--- src/rtl/amt_recovery_sequencer_pkg.sv ---
// ---------------------------------------------------------------------------
// amt_recovery_sequencer_pkg
// Shared types and constants for the AMT -> RMT recovery sequencer.
//   - rec_state_e : sequencer state encoding (IDLE, WALK, DRAIN, DONE)
//   - rmt_pkt_t   : one RMT write packet {logical index, physical tag}
//   - NUM_GROUPS  : number of LANES-wide groups needed to cover the map
//   - LAST_MASK   : lane-valid mask of the final (possibly partial) group
// ---------------------------------------------------------------------------
package amt_recovery_sequencer_pkg;

    localparam int DEF_NUM_LOG_REGS = 34;
    localparam int DEF_LOG_W        = 6;
    localparam int DEF_PHY_W        = 7;
    localparam int DEF_LANES        = 4;

    typedef enum logic [1:0] {
        IDLE  = 2'd0,
        WALK  = 2'd1,
        DRAIN = 2'd2,
        DONE  = 2'd3
    } rec_state_e;

    typedef struct packed {
        logic [DEF_LOG_W-1:0] idx;
        logic [DEF_PHY_W-1:0] tag;
    } rmt_pkt_t;

    function automatic int calc_num_groups(input int num_regs, input int lanes);
        return (num_regs + lanes - 1) / lanes;
    endfunction

    // Lanes of the last group that still map onto real entries.
    function automatic logic [DEF_LANES-1:0] calc_last_mask(input int num_regs, input int lanes);
        logic [DEF_LANES-1:0] mask;
        int                   base;
        base = (calc_num_groups(num_regs, lanes) - 1) * lanes;
        for (int k = 0; k < DEF_LANES; k++) begin
            mask[k] = ((base + k) < num_regs) && (k < lanes);
        end
        return mask;
    endfunction

    localparam int                   NUM_GROUPS = calc_num_groups(DEF_NUM_LOG_REGS, DEF_LANES);
    localparam logic [DEF_LANES-1:0] LAST_MASK  = calc_last_mask(DEF_NUM_LOG_REGS, DEF_LANES);

endpackage

--- src/rtl/amt_recovery_sequencer_if.sv ---
// ---------------------------------------------------------------------------
// amt_recovery_sequencer_if
// Bundles the ActiveList request, AMT read ports, RMT write ports and status
// of the recovery sequencer.
//   slave  modport : sequencer side
//   master modport : environment side (ActiveList / AMT / RMT)
// Optional macro RECOVER_STATS_EN adds recoverCount_o and stallCycles_o.
// ---------------------------------------------------------------------------
interface amt_recovery_sequencer_if #(
    parameter int LOG_W = 6,
    parameter int PHY_W = 7,
    parameter int LANES = 4
);
    logic                   recoverReq_i;
    logic                   commitStall_o;
    logic [LOG_W-1:0]       amtRdAddr0_o;
    logic [LOG_W-1:0]       amtRdAddr1_o;
    logic [LOG_W-1:0]       amtRdAddr2_o;
    logic [LOG_W-1:0]       amtRdAddr3_o;
    logic [PHY_W-1:0]       amtRdData0_i;
    logic [PHY_W-1:0]       amtRdData1_i;
    logic [PHY_W-1:0]       amtRdData2_i;
    logic [PHY_W-1:0]       amtRdData3_i;
    logic [LANES-1:0]       rmtWe_o;
    logic [LOG_W+PHY_W-1:0] rmtPacket0_o;
    logic [LOG_W+PHY_W-1:0] rmtPacket1_o;
    logic [LOG_W+PHY_W-1:0] rmtPacket2_o;
    logic [LOG_W+PHY_W-1:0] rmtPacket3_o;
    logic                   rmtReady_i;
    logic                   recoverBusy_o;
    logic                   recoverDone_o;
    logic                   overrunErr_o;
`ifdef RECOVER_STATS_EN
    logic [15:0]            recoverCount_o;
    logic [15:0]            stallCycles_o;
`endif

    modport slave (
        input  recoverReq_i, amtRdData0_i, amtRdData1_i, amtRdData2_i, amtRdData3_i, rmtReady_i,
        output commitStall_o, amtRdAddr0_o, amtRdAddr1_o, amtRdAddr2_o, amtRdAddr3_o,
               rmtWe_o, rmtPacket0_o, rmtPacket1_o, rmtPacket2_o, rmtPacket3_o,
               recoverBusy_o, recoverDone_o, overrunErr_o
`ifdef RECOVER_STATS_EN
        , output recoverCount_o, stallCycles_o
`endif
    );

    modport master (
        output recoverReq_i, amtRdData0_i, amtRdData1_i, amtRdData2_i, amtRdData3_i, rmtReady_i,
        input  commitStall_o, amtRdAddr0_o, amtRdAddr1_o, amtRdAddr2_o, amtRdAddr3_o,
               rmtWe_o, rmtPacket0_o, rmtPacket1_o, rmtPacket2_o, rmtPacket3_o,
               recoverBusy_o, recoverDone_o, overrunErr_o
`ifdef RECOVER_STATS_EN
        , input recoverCount_o, stallCycles_o
`endif
    );
endinterface

--- src/rtl/amt_recover_outreg.sv ---
// ---------------------------------------------------------------------------
// amt_recover_outreg
// LANES-wide output register feeding the RMT write ports. Captures a packet
// group plus lane-valid mask on load, holds it while the RMT is not ready and
// empties it once accepted. The mask register doubles as the write enables.
//   clk, reset      : clock, async active-low reset
//   load            : capture in_mask / in_pkt this cycle
//   accept          : RMT ready; the held group is consumed
//   out_valid       : a group is held
//   out_mask        : per-lane write enables (zero when empty)
//   out_pkt         : held packets
// ---------------------------------------------------------------------------
module amt_recover_outreg #(
    parameter int LANES = 4,
    parameter int PKT_W = 13
) (
    input  logic                         clk,
    input  logic                         reset,
    input  logic                         load,
    input  logic                         accept,
    input  logic [LANES-1:0]             in_mask,
    input  logic [LANES-1:0][PKT_W-1:0]  in_pkt,
    output logic                         out_valid,
    output logic [LANES-1:0]             out_mask,
    output logic [LANES-1:0][PKT_W-1:0]  out_pkt
);
    logic                        valid_r;
    logic [LANES-1:0]            mask_r;
    logic [LANES-1:0][PKT_W-1:0] pkt_r;

    // Capture on load, drop the enables on acceptance, otherwise hold.
    always_ff @(posedge clk or negedge reset) begin
        if (!reset) begin
            valid_r <= 1'b0;
            mask_r  <= {LANES{1'b0}};
            pkt_r   <= {(LANES*PKT_W){1'b0}};
        end else if (load) begin
            valid_r <= 1'b1;
            mask_r  <= in_mask;
            pkt_r   <= in_pkt;
        end else if (accept && valid_r) begin
            valid_r <= 1'b0;
            mask_r  <= {LANES{1'b0}};
        end else begin
            valid_r <= valid_r;
            mask_r  <= mask_r;
        end
    end

    assign out_valid = valid_r;
    assign out_mask  = mask_r;
    assign out_pkt   = pkt_r;
endmodule

--- src/rtl/amt_recovery_sequencer.sv ---
// ---------------------------------------------------------------------------
// amt_recovery_sequencer
// Restores the whole rename map from the architectural map after a flush:
// walks the AMT LANES entries per cycle and streams {index, tag} packets into
// the RMT write ports, honouring RMT backpressure, while stalling commit.
//   clk    : clock
//   reset  : asynchronous active-low reset (aborts a walk immediately)
//   bus    : amt_recovery_sequencer_if.slave (request, AMT reads, RMT
//            writes, busy/done/overrun status)
// Optional macro RECOVER_STATS_EN adds saturating restore / stall counters.
// ---------------------------------------------------------------------------
module amt_recovery_sequencer
    import amt_recovery_sequencer_pkg::*;
#(
    parameter int NUM_LOG_REGS = DEF_NUM_LOG_REGS,
    parameter int LOG_W        = DEF_LOG_W,
    parameter int PHY_W        = DEF_PHY_W,
    parameter int LANES        = DEF_LANES
) (
    input logic                     clk,
    input logic                     reset,
    amt_recovery_sequencer_if.slave bus
);
    localparam int             PKT_W      = LOG_W + PHY_W;
    // grpCnt carries one extra bit so grpCnt + LANES never wraps.
    localparam logic [LOG_W:0] NUM_REGS_W = (LOG_W+1)'(NUM_LOG_REGS);
    localparam logic [LOG_W:0] LANES_W    = (LOG_W+1)'(LANES);

    rec_state_e                  state_r;
    rec_state_e                  state_next_s;
    logic [LOG_W:0]              grp_cnt_r;
    logic                        load_s;
    logic                        last_grp_s;
    logic                        out_valid_s;
    logic [LANES-1:0][LOG_W:0]   idx_s;
    logic [LANES-1:0][LOG_W-1:0] rd_addr_s;
    logic [LANES-1:0][PHY_W-1:0] rd_data_s;
    logic [LANES-1:0][PKT_W-1:0] in_pkt_s;
    logic [LANES-1:0][PKT_W-1:0] out_pkt_s;
    logic [LANES-1:0]            in_mask_s;
    logic [LANES-1:0]            out_mask_s;
    logic                        busy_r;
    logic                        done_r;
    logic                        overrun_r;

    genvar k;
    generate
        for (k = 0; k < LANES; k++) begin : g_lane
            assign idx_s[k]     = grp_cnt_r + (LOG_W+1)'(k);
            assign rd_addr_s[k] = (state_r == WALK) ? idx_s[k][LOG_W-1:0] : {LOG_W{1'b0}};
            assign in_mask_s[k] = (idx_s[k] < NUM_REGS_W);
            assign in_pkt_s[k]  = {idx_s[k][LOG_W-1:0], rd_data_s[k]};
        end
    endgenerate

    assign rd_data_s[0]     = bus.amtRdData0_i;
    assign rd_data_s[1]     = bus.amtRdData1_i;
    assign rd_data_s[2]     = bus.amtRdData2_i;
    assign rd_data_s[3]     = bus.amtRdData3_i;
    assign bus.amtRdAddr0_o = rd_addr_s[0];
    assign bus.amtRdAddr1_o = rd_addr_s[1];
    assign bus.amtRdAddr2_o = rd_addr_s[2];
    assign bus.amtRdAddr3_o = rd_addr_s[3];

    // A new group may enter whenever the register is empty or being drained.
    assign load_s     = (state_r == WALK) && (!out_valid_s || bus.rmtReady_i);
    assign last_grp_s = ((grp_cnt_r + LANES_W) >= NUM_REGS_W);

    // State register.
    always_ff @(posedge clk or negedge reset) begin
        if (!reset) begin
            state_r <= IDLE;
        end else begin
            state_r <= state_next_s;
        end
    end

    // Next-state logic; requests outside IDLE never change the walk.
    always_comb begin
        state_next_s = state_r;
        case (state_r)
            IDLE: begin
                if (bus.recoverReq_i) state_next_s = WALK;
                else                  state_next_s = IDLE;
            end
            WALK: begin
                if (load_s && last_grp_s) state_next_s = DRAIN;
                else                      state_next_s = WALK;
            end
            DRAIN: begin
                if (bus.rmtReady_i) state_next_s = DONE;
                else                state_next_s = DRAIN;
            end
            DONE:    state_next_s = IDLE;
            default: state_next_s = IDLE;
        endcase
    end

    // Group counter: cleared on a new restore, advanced on every load.
    always_ff @(posedge clk or negedge reset) begin
        if (!reset) begin
            grp_cnt_r <= {(LOG_W+1){1'b0}};
        end else if ((state_r == IDLE) && bus.recoverReq_i) begin
            grp_cnt_r <= {(LOG_W+1){1'b0}};
        end else if (load_s) begin
            grp_cnt_r <= grp_cnt_r + LANES_W;
        end else begin
            grp_cnt_r <= grp_cnt_r;
        end
    end

    // Registered status derived from the upcoming state; overrun is sticky.
    always_ff @(posedge clk or negedge reset) begin
        if (!reset) begin
            busy_r    <= 1'b0;
            done_r    <= 1'b0;
            overrun_r <= 1'b0;
        end else begin
            busy_r    <= (state_next_s != IDLE);
            done_r    <= (state_next_s == DONE);
            if (bus.recoverReq_i && (state_r != IDLE)) overrun_r <= 1'b1;
            else                                       overrun_r <= overrun_r;
        end
    end

    amt_recover_outreg #(
        .LANES (LANES),
        .PKT_W (PKT_W)
    ) u_outreg (
        .clk       (clk),
        .reset     (reset),
        .load      (load_s),
        .accept    (bus.rmtReady_i),
        .in_mask   (in_mask_s),
        .in_pkt    (in_pkt_s),
        .out_valid (out_valid_s),
        .out_mask  (out_mask_s),
        .out_pkt   (out_pkt_s)
    );

    assign bus.rmtWe_o       = out_mask_s;
    assign bus.rmtPacket0_o  = out_pkt_s[0];
    assign bus.rmtPacket1_o  = out_pkt_s[1];
    assign bus.rmtPacket2_o  = out_pkt_s[2];
    assign bus.rmtPacket3_o  = out_pkt_s[3];
    assign bus.commitStall_o = busy_r;
    assign bus.recoverBusy_o = busy_r;
    assign bus.recoverDone_o = done_r;
    assign bus.overrunErr_o  = overrun_r;

`ifdef RECOVER_STATS_EN
    logic [15:0] recover_cnt_r;
    logic [15:0] stall_cnt_r;

    // Saturating counters of accepted restores and backpressured cycles.
    always_ff @(posedge clk or negedge reset) begin
        if (!reset) begin
            recover_cnt_r <= 16'd0;
            stall_cnt_r   <= 16'd0;
        end else begin
            if ((state_r == IDLE) && bus.recoverReq_i && (recover_cnt_r != 16'hFFFF))
                recover_cnt_r <= recover_cnt_r + 16'd1;
            else
                recover_cnt_r <= recover_cnt_r;
            if (out_valid_s && !bus.rmtReady_i && (stall_cnt_r != 16'hFFFF))
                stall_cnt_r <= stall_cnt_r + 16'd1;
            else
                stall_cnt_r <= stall_cnt_r;
        end
    end

    assign bus.recoverCount_o = recover_cnt_r;
    assign bus.stallCycles_o  = stall_cnt_r;
`endif
endmodule

--- src/flat_wrapper.sv ---
// flat-port wrapper written by rule: the top's interface ports become plain ports
module amt_recovery_sequencer_flat import amt_recovery_sequencer_pkg::*;
#(
    parameter int NUM_LOG_REGS = DEF_NUM_LOG_REGS,
    parameter int LOG_W        = DEF_LOG_W,
    parameter int PHY_W        = DEF_PHY_W,
    parameter int LANES        = DEF_LANES
)
  (clk, reset, bus_recoverReq_i, bus_amtRdData0_i, bus_amtRdData1_i, bus_amtRdData2_i, bus_amtRdData3_i, bus_rmtReady_i, bus_commitStall_o, bus_amtRdAddr0_o, bus_amtRdAddr1_o, bus_amtRdAddr2_o, bus_amtRdAddr3_o, bus_rmtWe_o, bus_rmtPacket0_o, bus_rmtPacket1_o, bus_rmtPacket2_o, bus_rmtPacket3_o, bus_recoverBusy_o, bus_recoverDone_o, bus_overrunErr_o);
  amt_recovery_sequencer_if #(.LOG_W(LOG_W), .PHY_W(PHY_W), .LANES(LANES)) bus_i ();
  input logic clk;
  input logic reset;
  input wire logic [$bits(bus_i.recoverReq_i)-1:0] bus_recoverReq_i;
  input wire logic [$bits(bus_i.amtRdData0_i)-1:0] bus_amtRdData0_i;
  input wire logic [$bits(bus_i.amtRdData1_i)-1:0] bus_amtRdData1_i;
  input wire logic [$bits(bus_i.amtRdData2_i)-1:0] bus_amtRdData2_i;
  input wire logic [$bits(bus_i.amtRdData3_i)-1:0] bus_amtRdData3_i;
  input wire logic [$bits(bus_i.rmtReady_i)-1:0] bus_rmtReady_i;
  output wire logic [$bits(bus_i.commitStall_o)-1:0] bus_commitStall_o;
  output wire logic [$bits(bus_i.amtRdAddr0_o)-1:0] bus_amtRdAddr0_o;
  output wire logic [$bits(bus_i.amtRdAddr1_o)-1:0] bus_amtRdAddr1_o;
  output wire logic [$bits(bus_i.amtRdAddr2_o)-1:0] bus_amtRdAddr2_o;
  output wire logic [$bits(bus_i.amtRdAddr3_o)-1:0] bus_amtRdAddr3_o;
  output wire logic [$bits(bus_i.rmtWe_o)-1:0] bus_rmtWe_o;
  output wire logic [$bits(bus_i.rmtPacket0_o)-1:0] bus_rmtPacket0_o;
  output wire logic [$bits(bus_i.rmtPacket1_o)-1:0] bus_rmtPacket1_o;
  output wire logic [$bits(bus_i.rmtPacket2_o)-1:0] bus_rmtPacket2_o;
  output wire logic [$bits(bus_i.rmtPacket3_o)-1:0] bus_rmtPacket3_o;
  output wire logic [$bits(bus_i.recoverBusy_o)-1:0] bus_recoverBusy_o;
  output wire logic [$bits(bus_i.recoverDone_o)-1:0] bus_recoverDone_o;
  output wire logic [$bits(bus_i.overrunErr_o)-1:0] bus_overrunErr_o;
  assign bus_i.recoverReq_i = bus_recoverReq_i;
  assign bus_i.amtRdData0_i = bus_amtRdData0_i;
  assign bus_i.amtRdData1_i = bus_amtRdData1_i;
  assign bus_i.amtRdData2_i = bus_amtRdData2_i;
  assign bus_i.amtRdData3_i = bus_amtRdData3_i;
  assign bus_i.rmtReady_i = bus_rmtReady_i;
  assign bus_commitStall_o = bus_i.commitStall_o;
  assign bus_amtRdAddr0_o = bus_i.amtRdAddr0_o;
  assign bus_amtRdAddr1_o = bus_i.amtRdAddr1_o;
  assign bus_amtRdAddr2_o = bus_i.amtRdAddr2_o;
  assign bus_amtRdAddr3_o = bus_i.amtRdAddr3_o;
  assign bus_rmtWe_o = bus_i.rmtWe_o;
  assign bus_rmtPacket0_o = bus_i.rmtPacket0_o;
  assign bus_rmtPacket1_o = bus_i.rmtPacket1_o;
  assign bus_rmtPacket2_o = bus_i.rmtPacket2_o;
  assign bus_rmtPacket3_o = bus_i.rmtPacket3_o;
  assign bus_recoverBusy_o = bus_i.recoverBusy_o;
  assign bus_recoverDone_o = bus_i.recoverDone_o;
  assign bus_overrunErr_o = bus_i.overrunErr_o;
  amt_recovery_sequencer #(.NUM_LOG_REGS(NUM_LOG_REGS), .LOG_W(LOG_W), .PHY_W(PHY_W), .LANES(LANES)) u_core (.clk(clk), .reset(reset), .bus(bus_i));
endmodule
--- config.mk ---
export PLATFORM = sky130hd
export DESIGN_NAME = amt_recovery_sequencer_flat
export DESIGN_NICKNAME = d
export VERILOG_FILES = /design/src/rtl/amt_recovery_sequencer_pkg.sv /design/src/rtl/amt_recovery_sequencer_if.sv /design/src/rtl/amt_recover_outreg.sv /design/src/rtl/amt_recovery_sequencer.sv /design/src/flat_wrapper.sv
export SDC_FILE = /design/constraint.sdc
export NUM_CORES = 1
export LEC_CHECK = 0
export ABC_AREA = 1
export CAP_MARGIN = 20
export CORE_MARGIN = 2
export CORE_UTILIZATION = 44
export DETAILED_ROUTE_END_ITERATION = 10
export PLACE_DENSITY = 0.8
export SLEW_MARGIN = 30
export SYNTH_ARGS = -nofsm -noshare
export SYNTH_HDL_FRONTEND = slang
export SYNTH_HIERARCHICAL = 1
export SYNTH_SLANG_ARGS = --single-unit
export TNS_END_PERCENT = 10
--- constraint.sdc ---
create_clock -name clk -period 1.7 [get_ports clk]
set_clock_uncertainty 0.1 [all_clocks]
set_input_delay 0.17 -clock clk [delete_from_list [all_inputs] [get_ports clk]]
set_output_delay 0.17 -clock clk [all_outputs]
set_load 0.02 [all_outputs]
* Yosys cells after proc, flatten, opt, wreduce, memory -nomap -nowiden
Cells that the tools add are included.
Word-level totals: flip-flop bits (word level) 69, input port bits 32, word-level logic and storage cells 50
Operators by class: add/sub/neg operators 4, order comparisons 5, equality and inequality tests 4, multiplexer cells 14, reduce and logical (&&, ||, !) cells 12
Operators with widths (count):
- $lt A7 B6 Y1 const B | 4
- $mux W6 | 4
- $add A7 B2 Y7 const B | 2
- $mux W7 | 2
- $mux W4 | 2
- $pmux W2 S4 | 1
- $reduce_bool A2 Y1 | 4
- $add A7 B1 Y7 const B | 1
- $add A7 B3 Y7 const B | 1
- $ge A7 B6 Y1 const B | 1
- $eq A2 B2 Y1 const B | 3
- $logic_and A1 B1 Y1 | 5
- $mux W1 | 4
- $eq A2 B1 Y1 const B | 1
- $logic_not A2 Y1 | 1
- $mux W2 | 1
- $logic_not A1 Y1 | 1
- $logic_or A1 B1 Y1 | 1

* Logic depth before layout (Yosys ltp)
Gate-level depths: netlist (run 1).
word-level depth 7, gate-level depth with buffers 10, mapped depth without buffers 10

* Modules after synthesis
The synthesis (run 1) kept the hierarchy.
Modules (own cells, without submodules):
- amt_recover_outreg | instances 1, cells each 241, area each 2170.8 um^2, sequential area each 1426.4 um^2
- amt_recovery_sequencer | instances 1, cells each 98, area each 706.9 um^2, sequential area each 250.2 um^2

* Worst setup path before layout (run 1)
Ideal clock, no wire load.
path kind register to output, from register u_core.state_r[1], to output port bus_amtRdAddr1_o[2], arrival time 1.499 ns, data required time 1.430 ns, path slack -0.069 ns, stages on the path, launching flop included 6, path through dfrtp_1 -> nor2_4 -> inv_1 -> buf_2 -> nor2_1 -> buf_4
Between the ends: cells in the longest elaborated chain, start to end 2
RTL lines:
- start: declaration | line amt_recovery_sequencer.sv:29 | rec_state_e state_r;
- start signal: assignment | line amt_recovery_sequencer.sv:74 | state_r <= state_next_s;
- $eq A2 B1 Y1 | line amt_recovery_sequencer.sv:50 | assign rd_addr_s[k] = (state_r == WALK) ? idx_s[k][LOG_W-1:0] : {LOG_W{1'b0}};
- $mux W6 | line amt_recovery_sequencer.sv:50
- end: declaration | line flat_wrapper.sv:21 | output wire logic [$bits(bus_i.amtRdAddr1_o)-1:0] bus_amtRdAddr1_o;
No other way between the ends.

* Worst setup path after layout (run 1)
from register u_core.state_r[0], to output port bus_amtRdAddr1_o[2]
The elaborated chain is that of the path after synthesis.

==> results of run 1 <==
[area by class of cell]
class	instances	share of cell area, %
clock buffers	12	3.65
clock inverters	2	1.41
inverters	16	1.50
multi-input cells	234	22.9
flip-flops and latches	67	39.5
well taps	77	2.27
repair buffers	128	28.7
repair inverters	1	0.177
[worst max-delay path: cells and delay by family, from the launching register on]
kind	cells	cell delay (ns)
buffers and inverters	3	0.44
AND/OR/NAND/NOR	2	0.31
flip-flops	1	0.36
[cell usage after synthesis (2+ instances only)]
cell type,n
nand2_1,179
dfrtp_1,67
buf_4,19
nor2_1,15
inv_1,11
nand3_1,7
clkbuf_1,6
inv_2,5
nand2_2,5
buf_6,4
buf_2,3
o21ai_1,3
o22ai_1,3
a31oi_1,2
conb_1,2
nand4_1,2
[state kept, by name, summed over array words and instances (netlist names)]
| signal | cells |
|---|---|
| u_core/bus.commitStall_o | 1 |
| u_core/bus.overrunErr_o | 1 |
| u_core/bus.recoverDone_o | 1 |
| u_core/grp_cnt_r | 5 |
| u_core/state_r | 2 |
| u_core/u_outreg/out_mask | 4 |
| u_core/u_outreg/out_pkt | 52 |
| u_core/u_outreg/out_valid | 1 |
[logic make-up after synthesis]
family | Yosys count | synth area share (%)
other | 2 | 0.261
adders and majority gates | 1 | 0.435
buffers and inverters | 48 | 9.91
DFF | 67 | 58.3
xor gates and xnor gates | 1 | 0.304
AOI/OAI and AO/OA | 10 | 2.04
and+or+nand+nor | 210 | 28.8
[stage by stage]
| step | instance area, sq um | hold slack, ns | cells | util, % |
|---|---|---|---|---|
| after floorplan | 2920 | -0.226 | 349 | - |
| after detailed placement | 4070 | 0.0755 | 521 | 64.0 |
| after CTS | 4280 | 0.233 | 536 | 67.3 |
| after global routing | 4250 | 0.268 | 537 | 66.9 |
| after global placement | 4070 | 0.0659 | 521 | 64.0 |
| final | 4250 | 0.241 | 537 | 66.9 |
[power by group]
part           switching, uW  internal [uW]  total (uW)
Sequential               391           2320        2720
Combinational           2980           2160        5140
Clock                    547            891        1440
[layer usage]
| metal | track usage [%] | share of wire, % | wire (um) |
|---|---|---|---|
| met1 | 24.6 | 41 | 2820 |
| met2 | 33.1 | 50 | 3460 |
| met3 | 5.35 | 6.2 | 431 |
| met4 | 10.4 | 2.7 | 186 |
| met5 | 0 | 0 | 0 |
[what timing repair did]
| item | in CTS | in global routing |
|---|---|---|
| hold endpoints to repair | 19 | 0 |
| hold buffers | 1 | 0 |
| gates resized for setup | 27 | 66 |
| pin swaps | 0 | 1 |
| cloned | 0 | 1 |
| endpoints found under the setup margin | 20 | 19 |
[how the worst max path moves through the flow]
stage / start / to / slack [ns]
2_1_floorplan: u_core/state_r[1] / bus_amtRdAddr2_o[4] / -0.04
3_3_place_gp: u_core/state_r[1] / bus_amtRdAddr2_o[4] / -0.01
3_5_place_dp: u_core/state_r[1] / bus_amtRdAddr2_o[4] / -0.08
4_1_cts: u_core/state_r[1] / bus_amtRdAddr1_o[2] / -0.16
5_1_grt: u_core/state_r[0] / bus_amtRdAddr0_o[2] / -0.10
6_report: u_core/state_r[0] / bus_amtRdAddr1_o[2] / -0.03
==> reports/metrics.cfg, run 1 <==
[outcome]
violations = negative setup slack
status = finished, violations left

[worst_setup_path]
required_ns = 1.43
criticalPathCategory = register to primary output
crit-reg2reg-launch = u_core/state_r[0]
rrSetupSlack_ns = 0.12
crit_top_cell = nor2_4
slowest_delay_ns = 0.36
path_cells = inv_2, nor2_4, clkinvlp_4, nor2_4, buf_2
reg2reg_to = u_core/u_outreg/out_pkt[40]
path_max_fanout = 5
slowest_stage = dfrtp_1
cp.arrival_ns = 1.46
reg2reg_depth = 9
end_kind = primary output
startpoint_type = register

[global_routing]
grt-ovfl-total = 0
grt_pass1_vias = 2520
grt_start_max_net_pins = 36
antenna_found_initial = 0
gr-usage-all-layers_pct = 20.2
grt_pass1_wl_um = 11500

[floorplan]
rows = 29
die_w_um = 84.9
coreArea_sq_um = 6350
die_y_um = 84.9
dieArea_sq_um = 7200
pin_count = 116
start_util_pct = 45.3

[timing]
period_share_pct = 102
final.min_clock_period_ns = 1.73
drv_slew = 0
hold_viol = 0
setup_viol = 4
finalSetupTns_ns = -0.0939
rsz0062_at_grt = true
clock.fmax_mhz = 579
layout_setup_ws_ns = -0.0277
worst_slew_pin_slew_ns = 0.518
slew_headroom_pct = 65.5

[route]
dr.pass1.iters = 4
routed_wl_um = 6900
first_iter_violations = 126
ant_nets = 0
drcViolationCount = 0
post_drt_wl_per_cell_um = 12.8
via_count = 2488
via_per_inst = 4.63

[layout]
final_cell_mix = 179 x nand2_1, 90 x clkdlybuf4s50_1, 67 x dfrtp_1, 22 x buf_4
regArea_sq_um = 1680
multi_input_area_sq_um = 971
areaGrowthSynthToFinish_pct = 47.6
nFillCells = 528
n_antenna_cell = 0
fin_nets = 490
drive_gt1_share_pct = 14.6
final_common_cell = nand2_1

[power_and_ir_drop]
total_leakage_power_uw = 0.00220
ir_drop_uv = 1280
power.density_nw_per_um2 = 2190
fin_total_pwr_uw = 9290

[synthesis]
ys_seq_area_share_pct = 58.3
synth_top_area_share_pct = 58.3
yosysTopAreaCell = dfrtp_1
avgSynthCellArea_sq_um = 8.49
synth.area.top_cells = dfrtp_1 58%, nand2_1 23%, buf_4 5.0%
yosysWarnings = 6
synth-edff-count = 0
ys_types = 22
synth_area_sq_um = 2880
yosys_register_bits = 67
syn_inst = 339
async_reset_ff_share_pct = 100
dominantRegCellSynth = dfrtp_1

[clocking]
cts_buffers = 9
cts_tree = yes
clkSinkCount = 67
clockBufferDepth = 2
cts_setup_buffers = 0
clk_latency_ns = 0.34
clkTransAtPathRegs_ns = 0.07
htree_levels = 3
cts_root_buf = clkbuf_8

[flow_run]
drv_cap = 0

[place]
dpl.hpwl_um = 4890
post-place-ws_ns = -0.0827
port_buffers = 111
place.gp.congestion = 0.760

[min_path]
hold_path_class = input port to asynchronous set/reset pin

Note: power is estimated with default switching activity, not from simulation.
==> inputs of run 2 (changes only) <==
--- a/config.mk
+++ b/config.mk
@@ -8,9 +8,9 @@
 export ABC_AREA = 1
 export CAP_MARGIN = 20
 export CORE_MARGIN = 2
-export CORE_UTILIZATION = 44
+export CORE_UTILIZATION = 39
 export DETAILED_ROUTE_END_ITERATION = 10
-export PLACE_DENSITY = 0.8
+export PLACE_DENSITY = 0.75
 export SLEW_MARGIN = 30
 export SYNTH_ARGS = -nofsm -noshare
 export SYNTH_HDL_FRONTEND = slang
==> constraint.sdc (replaced) <==
create_clock -name clk -period 1.5 [get_ports clk]
set_clock_uncertainty 0.1 [all_clocks]
set_input_delay 0.15 -clock clk [delete_from_list [all_inputs] [get_ports clk]]
set_output_delay 0.15 -clock clk [all_outputs]
set_load 0.02 [all_outputs]
==> run 2 against run 1 <==
Core utilization fell by 6.8 points. Via count decreased by 0.60%. Hold slack better by 0.0029 ns. Largest cell class unchanged. Count of clock-buffer cells in the layout down 2. Setup slack got worse by 0.060 ns. Highest routed layer unchanged. Critical path type unchanged. Non-clock buffer count increased by 7. The run still ends with negative setup slack left. Register-to-register slack worse by 0.07 ns. Sequential power grew 12%.
==> reports/metrics.cfg, run 2 (synthesized netlist as in run 1, its figures left out) <==
[layout]
final_cell_mix = 179 x nand2_1, 67 x dfrtp_1, 60 x dlygate4sd2_1, 30 x clkdlybuf4s50_1, 25 x buf_4
nFillCells = 669
fin_nets = 496
stdcell_area_sq_um = 4340
final_common_cell = nand2_1
drive_gt1_share_pct = 16.5
largest_reg_flops = 52
areaGrowthSynthToFinish_pct = 50.7
n_antenna_cell = 0

[worst_setup_path]
startpoint_type = register
slowest_stage = dfrtp_1
end_kind = primary output
rrSetupSlack_ns = 0.05
critical-path-top-delay-family = buffers and inverters
slowest_delay_ns = 0.36
reg2reg_to = u_core/bus.commitStall_o
required_ns = 1.25
reg2reg_depth = 9
path_cells = inv_2, nor2_4, inv_2, buf_12, nor2_4, buf_6
path_max_fanout = 8
cp.arrival_ns = 1.34
crit-reg2reg-launch = u_core/grp_cnt_r[3]
criticalPathCategory = register to primary output
crit_buf_inv = 4

[floorplan]
die_w_um = 89.9
dieArea_sq_um = 8080
rows = 31
coreArea_sq_um = 7210
die_y_um = 89.9
start_util_pct = 39.9
pin_count = 116

[route]
dr.pass1.iters = 4
via_count = 2473
routed_wl_um = 6790
ant_nets = 0
first_iter_violations = 72
drcViolationCount = 0
post_drt_wl_per_cell_um = 12.0
via_per_inst = 4.36

[power_and_ir_drop]
p_comb_share_pct = 53.7
pwr-share-seq_pct = 29.0
p_sw_uw = 4530
power.internal_uw = 5950
total_leakage_power_uw = 0.00239
ir_drop_uv = 1310
power.density_nw_per_um2 = 2420
p_sw_share_pct = 43.3
clkPwrFrac_pct = 17.3

[clocking]
cts_root_buf = clkbuf_8
clk_latency_ns = 0.34
clockBufferDepth = 2
cts_tree = yes
htree_levels = 3
clkTransAtPathRegs_ns = 0.08
cts_buffers = 9
clkSinkCount = 67

[timing]
hold_viol = 0
final.min_clock_period_ns = 1.59
timing.hold.ws_ns = 0.244
clock.fmax_mhz = 630
setup_viol = 16
layout_setup_ws_ns = -0.0878
period_share_pct = 106
drv_slew = 0
rsz0062_at_grt = true

[global_routing]
grt_start_max_net_pins = 68
antenna_found_initial = 0
grt_pass1_wl_um = 11600
grt_pass1_vias = 2498
grt-ovfl-total = 0
gr-usage-all-layers_pct = 17.5

[min_path]
hold_start = bus_amtRdData0_i[4]
holdPathEnd = u_core/u_outreg/out_pkt[4]
holdPathStages = 3
hold_path_class = input port to register

[place]
place.gp.congestion = 0.790
post-place-ws_ns = -0.224
dpl.hpwl_um = 4670
placed_cell_area_sq_um = 4170
port_buffers = 111

[flow_run]
drv_cap = 0

[outcome]
status = finished, violations left
violations = negative setup slack

==> run 2: changes by cell type in the layout (fill, tap and decap cells not counted), moves of 2 or more <==
| cell | change |
|---|---|
| clkbuf_2 | -5 |
| buf_4 | +3 |
| buf_6 | +8 |
| dlygate4sd2_1 | +60 |
| clkdlybuf4s50_1 | -60 |
| nor2_4 | +2 |
| clkbuf_8 | -2 |
==> run 2: layout make-up <==
type / instances / area [sq um] / share of cell area (%)
well taps: 99 / 124 / 2.86
clock inverters: 6 / 114 / 2.62
flip-flops and latches: 67 / 1680 / 38.7
multi-input cells: 234 / 986 / 22.7
inverters: 16 / 60.1 / 1.38
clock buffers: 10 / 128 / 2.94
repair buffers: 135 / 1250 / 28.8
==> run 2: worst max-delay path by stage <==
stage / from / endpoint / slack (ns) / cells after the start
5_1_grt: u_core/state_r[1] / bus_amtRdAddr0_o[2] / -0.17 / 5
3_3_place_gp: u_core/state_r[1] / bus_amtRdAddr1_o[2] / -0.19 / 5
6_report: u_core/state_r[0] / bus_amtRdAddr0_o[2] / -0.09 / 6
3_5_place_dp: u_core/state_r[1] / bus_amtRdAddr0_o[2] / -0.22 / 5
4_1_cts: u_core/state_r[0] / bus_amtRdAddr0_o[2] / -0.14 / 6
2_1_floorplan: u_core/state_r[1] / bus_amtRdAddr1_o[2] / -0.02 / 5
==> run 2: through the flow <==
step,power [uW],instances,TNS (ns),utilization [%]
2_1_floorplan,6580,349,-0.0933,-
3_3_place_gp,9110,549,-3.09,57.8
3_5_place_dp,9260,549,-3.68,57.8
4_1_cts,10500,566,-1.41,59.8
5_1_grt,11200,567,-2.28,60.1
6_report,10500,567,-0.752,60.1
==> run 2: repair_timing <==
item	4_1_cts	5_1_grt
hold buffers	1	0
hold endpoints to repair	67	0
gates resized for setup	164	5
setup buffers	0	1
pin swaps	2	1
endpoints found under the setup margin	80	24
==> run 2: power groups by stage <==
| stage | Sequential (uW) | Clock [uW] | Combinational (uW) |
|---|---|---|---|
| after CTS | 3050 | 1860 | 5630 |
| after global placement | 3060 | 0 | 6050 |
| after global routing | 3140 | 1930 | 6120 |
| after detailed placement | 3100 | 0 | 6160 |
| final | 3040 | 1810 | 5630 |
| after floorplan | 4010 | 0 | 2570 |
==> run 2: worst reg2reg max path: cells and delay by family, from the launching register on <==
kind | cells | cell delay (ns)
adder cells (fa/ha/maj) | 1 | 0.21
AND/OR/NAND/NOR | 7 | 0.52
flip-flops | 1 | 0.42
buffers and inverters | 1 | 0.06
==> run 2: routing by layer <==
layer	GRT usage [%]	wire [um]	vias up
li1	-	-	1248
met1	20.9	3060	1132
met2	30.9	3270	86
met3	4.11	406	7
met4	6.54	63	0
met5	0	0	-
==> inputs of run 3 (changes only) <==
--- a/config.mk
+++ b/config.mk
@@ -7,10 +7,12 @@
 export LEC_CHECK = 0
 export ABC_AREA = 1
 export CAP_MARGIN = 20
+export CELL_PAD_IN_SITES_DETAIL_PLACEMENT = 0
+export CELL_PAD_IN_SITES_GLOBAL_PLACEMENT = 2
 export CORE_MARGIN = 2
-export CORE_UTILIZATION = 39
+export CORE_UTILIZATION = 22
 export DETAILED_ROUTE_END_ITERATION = 10
-export PLACE_DENSITY = 0.75
+export PLACE_DENSITY = 0.76
 export SLEW_MARGIN = 30
 export SYNTH_ARGS = -nofsm -noshare
 export SYNTH_HDL_FRONTEND = slang
==> run 3 against run 2 <==
The run still ends with negative setup slack left. Final cell count up 13%. Largest cell class unchanged. Combinational power is essentially flat. Die area rose by 73%. Clock power increased by 21%. Wire length rose by 9.4%. Setup slack lost 0.054 ns.
==> reports/metrics.cfg, run 3 (synthesized netlist as in run 1, its figures left out) <==
[clocking]
clockBufferDepth = 2
clkSinkCount = 67
cts_tree = yes
clk_latency_ns = 0.32
clkTransAtPathRegs_ns = 0.06
cts_buffers = 9
htree_levels = 3
cts_root_buf = clkbuf_16

[timing]
layout_setup_ws_ns = -0.142
setup_viol = 17
rsz0062_at_grt = true
period_share_pct = 109
final.min_clock_period_ns = 1.64
hold_viol = 0
drv_slew = 0
clock.fmax_mhz = 609

[route]
first_iter_violations = 124
dr.pass1.iters = 4
ant_nets = 0
via_per_inst = 3.79
post_drt_wl_per_cell_um = 11.6
drcViolationCount = 0
via_count = 2416
routed_wl_um = 7430

[global_routing]
grt_pass1_vias = 2388
grt_start_max_net_pins = 68
gr-usage-all-layers_pct = 11.3
grt-ovfl-total = 0
grt_pass1_wl_um = 12600
antenna_found_initial = 0

[place]
port_buffers = 111
place.gp.congestion = 0.724
dpl.hpwl_um = 5090
post-place-ws_ns = -0.272

[worst_setup_path]
cp.arrival_ns = 1.39
required_ns = 1.25
criticalPathCategory = register to primary output
end_kind = primary output
path_max_fanout = 11
startpoint_type = register

[power_and_ir_drop]
total_leakage_power_uw = 0.00243
clkPwrFrac_pct = 20.2
pwr-share-seq_pct = 28.1
power.density_nw_per_um2 = 2410
power.internal_uw = 6250
p_sw_share_pct = 42.3
p_sw_uw = 4590
ir_drop_uv = 714
p_comb_share_pct = 51.7

[layout]
final_common_cell = nand2_1
final_core_util_pct = 35.5
areaGrowthSynthToFinish_pct = 56.3
fin_nets = 494
largest_reg_flops = 52
final_cell_mix = 179 x nand2_1, 67 x dfrtp_1, 60 x dlygate4sd2_1, 30 x clkdlybuf4s50_1, 29 x buf_4
drive_gt1_share_pct = 16.5
n_antenna_cell = 0

[outcome]
violations = negative setup slack
status = finished, violations left

[min_path]
hold_path_class = input port to asynchronous set/reset pin

[flow_run]
drv_cap = 0

[floorplan]
pin_count = 116
start_util_pct = 22.7
rows = 41
coreArea_sq_um = 12700
die_w_um = 118
die_y_um = 118
dieArea_sq_um = 14000

-- run 3: cell count changes in the layout (fill, tap and decap cells not counted), sizes merged --
cell	previous run	this run
clkbuf	10	12
clkinv	1	2
buf	44	42
bufinv	3	1
inv	16	15
-- run 3: worst max-delay path, cell delays in order, from the launching register on --
cell        delay, ns
dfrtp_1          0.40
nor2_4           0.15
clkinvlp_4       0.11
buf_12           0.15
nor2_4           0.10
buf_4            0.15
-- run 3: final cells by class --
type,instances,area [sq um]
Clock buffer,12,267
Multi-Input combinational cell,234,988
Sequential cell,67,1680
Tap cell,172,215
Clock inverter,4,47.5
Timing Repair Buffer,133,1240
Fill cell,1362,8170
Inverter,16,66.3
-- run 3: power groups by stage --
stage	Combinational (uW)	Sequential [uW]	Clock (uW)
CTS	5710	3060	2270
finish	5610	3050	2190
global route	6200	3160	2360
floorplan	2570	4010	0
detailed placement	6240	3110	0
global placement	6200	3100	0
-- run 3: path summary, 6_finish.rpt --
| kind | startpoint | to | slack (ns) | depth (start not counted) |
|---|---|---|---|---|
| min in group clk | bus_amtRdData2_i[3] | u_core/u_outreg/out_pkt[29] | 0.26 | 3 |
| max | u_core/state_r[1] | bus_amtRdAddr2_o[2] | -0.14 | 5 |
| max in group asynchronous | reset | u_core/u_outreg/out_pkt[51] | 0.72 | 3 |
| max reg2reg | u_core/state_r[1] | u_core/u_outreg/out_pkt[3] | 0.07 | 8 |
| min | reset | u_core/u_outreg/out_pkt[44] | 0.26 | 3 |
| min reg2reg | u_core/u_outreg/out_pkt[36] | u_core/u_outreg/out_pkt[36] | 0.36 | 2 |
-- run 3: what timing repair did --
item	CTS	global route
hold buffers	1	0
buffers inserted	1	0
resized for setup	158	5
endpoints found under the setup margin	80	76
endpoints found under the hold margin	67	0
-- run 3: per-stage QoR --
| step | setup TNS (ns) | power [uW] | hold WS, ns | instance area, sq um | cells |
|---|---|---|---|---|---|
| 2_1_floorplan | -0.0933 | 6580 | -0.246 | 2940 | 349 |
| 3_3_place_gp | -5.30 | 9300 | 0.0901 | 4260 | 620 |
| 3_5_place_dp | -5.34 | 9350 | 0.0904 | 4260 | 620 |
| 4_1_cts | -2.28 | 11000 | 0.240 | 4480 | 638 |
| 5_1_grt | -3.82 | 11700 | 0.247 | 4500 | 638 |
| 6_report | -1.92 | 10800 | 0.255 | 4500 | 638 |
-- run 3: layer usage --
layer / vias to the layer above / GRT usage [%] / share of wire (%)
met5: - / 0 / 0
met4: 0 / 5.58 / 1.9
met3: 10 / 2.80 / 5.3
met2: 72 / 18.1 / 46
met1: 1092 / 14.2 / 47
li1: 1242 / - / -
